==> config.mk <==
export PLATFORM = sky130hd
export DESIGN_NAME = cache_axi_rd_arbiter
export DESIGN_NICKNAME = d
export VERILOG_FILES = /design/src/rtl/cache_axi_rd_arbiter.sv
export SDC_FILE = /design/constraint.sdc
export NUM_CORES = 1
export LEC_CHECK = 0
export ABC_AREA = 1
export ABC_CLOCK_PERIOD_IN_PS = 1550
export BUFFER_PORTS_ARGS = -buffer_cell sky130_fd_sc_hd__buf_2
export CAP_MARGIN = 15
export CORE_AREA = 2 2 76 133
export DETAILED_ROUTE_END_ITERATION = 16
export DIE_AREA = 0 0 78 135
export PLACE_DENSITY = 0.7
export SYNTH_ARGS = -nofsm -noshare
export SYNTH_HDL_FRONTEND = slang
export SYNTH_SLANG_ARGS = --single-unit
export TNS_END_PERCENT = 30
==> constraint.sdc <==
create_clock -name clk -period 1.55 [get_ports clk]
set_input_delay 0.2325 -clock clk [delete_from_list [all_inputs] [get_ports clk]]
set_output_delay 0.2325 -clock clk [all_outputs]
set_load 0.01 [all_outputs]
==> src/rtl/cache_axi_rd_arbiter.sv <==
// Read-channel arbiter that shares one AXI master port between the icache and
// the dcache. Only one transaction is in flight at a time. Simultaneous
// requests are resolved with a one-bit round-robin pointer. Read data from
// the slave is steered to the granted requester with no added latency.
module cache_axi_rd_arbiter (
  input  logic        clk,
  input  logic        rst,
  // icache read port
  input  logic [31:0] i_araddr,
  input  logic [7:0]  i_arlen,
  input  logic        i_arvalid,
  output logic        i_arready,
  output logic [31:0] i_rdata,
  output logic        i_rlast,
  output logic        i_rvalid,
  input  logic        i_rready,
  // dcache read port
  input  logic [31:0] d_araddr,
  input  logic [7:0]  d_arlen,
  input  logic        d_arvalid,
  output logic        d_arready,
  output logic [31:0] d_rdata,
  output logic        d_rlast,
  output logic        d_rvalid,
  input  logic        d_rready,
  // AXI master AR channel
  output logic [31:0] m_araddr,
  output logic [7:0]  m_arlen,
  output logic [2:0]  m_arsize,
  output logic [1:0]  m_arburst,
  output logic        m_arvalid,
  input  logic        m_arready,
  // AXI master R channel
  input  logic [31:0] m_rdata,
  input  logic        m_rlast,
  input  logic        m_rvalid,
  output logic        m_rready,
  // status
  output logic        owner,
  output logic        err
);

  typedef enum logic [1:0] {
    IDLE,
    ADDR,
    DATA
  } state_t;

  state_t      state;
  logic        ptr;        // 1 = dcache wins a tie, 0 = icache wins a tie
  logic [7:0]  beat_cnt;
  logic        grant_d;
  logic        ar_hs;
  logic        r_hs;
  logic        in_data;

  // Arbitration decision and handshake qualifiers
  always_comb begin
    grant_d  = d_arvalid && (!i_arvalid || ptr);
    in_data  = (state == DATA);
    ar_hs    = (state == ADDR) && m_arvalid && m_arready;
    m_rready = in_data && (owner ? d_rready : i_rready);
    r_hs     = m_rvalid && m_rready;
  end

  // Steer address acceptance and read data to the current owner only
  always_comb begin
    m_arsize  = 3'b010;
    m_arburst = 2'b01;
    i_arready = ar_hs && !owner;
    d_arready = ar_hs && owner;
    i_rdata   = m_rdata;
    d_rdata   = m_rdata;
    i_rvalid  = in_data && !owner && m_rvalid;
    i_rlast   = in_data && !owner && m_rlast;
    d_rvalid  = in_data && owner && m_rvalid;
    d_rlast   = in_data && owner && m_rlast;
  end

  // Transaction FSM with registered AR outputs, beat counter and error flag
  always_ff @(posedge clk) begin
    if (rst) begin
      state     <= IDLE;
      ptr       <= 1'b1;
      owner     <= 1'b0;
      beat_cnt  <= '0;
      err       <= 1'b0;
      m_arvalid <= 1'b0;
      m_araddr  <= '0;
      m_arlen   <= '0;
    end else begin
      case (state)
        IDLE: begin
          if (i_arvalid || d_arvalid) begin
            owner     <= grant_d;
            m_araddr  <= grant_d ? d_araddr : i_araddr;
            m_arlen   <= grant_d ? d_arlen : i_arlen;
            m_arvalid <= 1'b1;
            state     <= ADDR;
          end
        end
        ADDR: begin
          if (ar_hs) begin
            m_arvalid <= 1'b0;
            beat_cnt  <= '0;
            state     <= DATA;
          end
        end
        DATA: begin
          if (r_hs) begin
            beat_cnt <= beat_cnt + 8'd1;
            // A last beat must land on beat arlen, and beat arlen must be last
            if (m_rlast != (beat_cnt == m_arlen)) begin
              err <= 1'b1;
            end
            if (m_rlast) begin
              ptr   <= !owner;
              state <= IDLE;
            end
          end
        end
        default: state <= IDLE;
      endcase
    end
  end

endmodule

==> impl_metrics.py <==
metrics = {
    "min_path": {
        "hold_path.class": "input pin to flip-flop",
        "min_path_cells": 2,
    },
    "floorplan": {
        "start_util": 0.345,
        "num_rows": 47,
        "core_um2": 9410,
        "io_pins": 240,
        "die_w_um": 78,
        "die_h_um": 135,
        "die_area_um2": 10500,
    },
    "placed_design": {
        "io_buffers": 138,
        "dp_hpwl_um": 7660,
        "place_congestion": 0.740,
    },
    "yosys": {
        "synth_area_leaders": "dfxtp_1 33%, buf_4 16%, nand2_1 14%, o211ai_1 9.5%, nand3_1 7.1%",
        "ys_seq_area_frac": 0.333,
        "syn-instance-count": 475,
        "synth_warnings": 0,
        "avgSynthCellArea_um2": 6.83,
        "mappedNetlistArea_um2": 3250,
        "synth_cell_type_count": 24,
        "ys_ff_latch": 54,
        "yosysTopAreaCell": "dfxtp_1",
        "synth_top_area_frac": 0.333,
    },
    "drt": {
        "routed_wl_um": 9590,
        "routedWlPerCell_um": 14.4,
        "drc": 0,
        "vias": 3155,
        "antenna_left": 0,
        "viasPerCell": 4.73,
        "drt_iter0_drc": 130,
        "detail_route.first_pass.iterations": 4,
    },
    "worst_setup_path": {
        "worstPathCellList": "inv_2 > nor2_2 > nand3_2 > nor2_1 > buf_2",
        "crit_start": "state[0]",
        "cp.required_ns": 1.32,
        "worstSetupPathType": "flip-flop to output pin",
        "cpMaxStageDelayCell": "dfxtp_2",
        "reg2reg_depth": 8,
        "critPathMaxStageDelay_ns": 0.37,
        "critPathTopFamily": "simple AND/OR/NAND/NOR gates",
        "rr_endpoint": "beat_cnt[6]",
        "endpoint": "d_arready",
        "critPathArrivalTime_ns": 1.25,
        "regToRegSetupSlack_ns": 0.16,
        "crit_buf_inv": 2,
        "cp_max_fo": 4,
        "path_depth": 5,
        "critPathLaunchType": "flip-flop",
        "crit_path_end_kind": "output pin",
        "r2r_start": "beat_cnt[0]",
    },
    "final_layout": {
        "syn2layout_area_growth_pct": 16.4,
        "nNetsFinal": 666,
        "fin_util": 0.401,
        "post_route_cells_drive_above_1_share": 0.325,
        "fillers": 1002,
        "antenna_cells": 0,
    },
    "clocking": {
        "htree_levels": 2,
        "cts_buffers": 5,
        "cts-root-buf": "clkbuf_16",
        "clkSinkCount": 54,
        "postCtsHoldBufs": 0,
        "cts_buffer_depth": 2,
        "cts_tree": "built",
        "insertion_delay_ns": 0.29,
        "clkTransAtPathRegs_ns": 0.07,
    },
    "global_route": {
        "grt_util_all_layers": 0.181,
        "grt_pass1_vias": 3069,
        "grt_max_degree": 44,
        "grt_pass1_wl_um": 15000,
        "grt_antenna_before_repair": 0,
        "grt.overflow.total": 0,
    },
    "power_and_ir_drop": {
        "power_density_nw_per_um2": 954,
        "finalPower_mw": 3.61,
        "leakagePower_nw": 2.12,
        "peakVddDrop_mv": 0.518,
    },
    "sta": {
        "max_freq_mhz": 673,
        "finalCritPeriodShare": 0.959,
        "fin_tns_setup_ns": 0,
        "rsz0062_at_grt": "yes",
        "period_minus_slack_ns": 1.49,
        "skew_ns": 0.00629,
        "finalSetupViolations": 0,
        "drv_slew": 0,
        "finalHoldViolCount": 0,
    },
    "status": {
        "run_status": "complete, no violations",
    },
    "job": {
        "cap_viol_max_count": 0,
    },
}
## power by group
group	internal, mW	switching, mW
clock network	0.600	0.497
registers	1.53	0.101
logic	0.382	0.496
## cells in the final DEF, fill, tap and decap left out, drive strengths merged
cell    count
o21ai      10
nand2     123
dfxtp      54
o211ai     41
clkbuf      6
inv        66
a21oi      14
clkinv      2
a31oi       1
nor3        2
ha          1
xnor2       3
buf       150
nor2       21
nand3      46
conb        5
## worst reg2reg max path, delay by kind of cell (launching register included)
kind	cells	cell delay, ns
flops	1	0.40
fa+ha+maj	1	0.22
compound gates	2	0.20
simple gates	5	0.46
## cells in the mapped netlist (all sizes together)
| master | n |
|---|---|
| a21oi | 14 |
| a31oi | 1 |
| buf | 77 |
| clkbuf | 14 |
| conb | 2 |
| dfxtp | 54 |
| ha | 1 |
| inv | 66 |
| nand2 | 123 |
| nand3 | 46 |
| nor2 | 21 |
| nor3 | 2 |
| o211ai | 41 |
| o21ai | 10 |
| xnor2 | 3 |
## layout make-up
class / count / area, um^2 / share of cell area
inverter: 66 / 248 / 0.0656
tap: 122 / 153 / 0.0404
clock inverter: 2 / 13.8 / 0.00364
multi-input combinational: 267 / 1330 / 0.352
clock buffer: 6 / 129 / 0.0341
sequential: 54 / 1080 / 0.287
timing repair buffer: 150 / 822 / 0.218
## worst min-delay path by stage
| stage | startpoint | to |
|---|---|---|
| after floorplan | rst | err |
| after global placement | err | err |
| after detailed placement | err | err |
| after CTS | rst | state[0] |
| after global routing | rst | state[0] |
| final | rst | state[1] |
## logic make-up (layout without fill, tap and decap cells)
logic type               Yosys count  count (layout)  share of synthesized area
XOR/XNOR                           3               3                    0.00810
adder cells (fa/ha/maj)            1               1                    0.00385
AO/OA/AOI/OAI                     66              66                      0.137
other                              2               5                    0.00231
flip-flops                        54              54                      0.333
buffers and inverters            157             224                      0.266
AND/OR/NAND/NOR                  192             192                      0.249
## registers in the layout, summed over array words and instances, names as in the netlist
signal / count
m_arlen: 8
state: 2
m_araddr: 32
beat_cnt: 8
ptr: 1
err: 1
owner: 1
m_arvalid: 1
## per-layer routing
layer  vias to the layer above  track usage  wire length, um
li1                       1566            -                -
met1                      1384        0.165             3020
met2                       126        0.317             4850
met3                        79       0.0628              981
met4                         0        0.148              731
met5                         -            0                0
## per-stage QoR
stage,hold WS (ns),setup WS (ns),cells,instance area (um^2)
2_1_floorplan,0.302,0.283,478,3260
3_3_place_gp,0.442,0.208,656,3600
3_5_place_dp,0.442,0.131,656,3600
4_1_cts,0.209,0.00872,664,3740
5_1_grt,0.222,0.00318,667,3780
6_report,0.214,0.0643,667,3780
## timing repair
action / in CTS / in global routing
setup endpoints to repair: 2 / 6
pin swaps: 0 / 2
endpoints found under the hold margin: 0 / 0
setup buffers: 0 / 3
gates resized for setup: 2 / 4
Note: power is estimated with default switching activity, not from simulation.
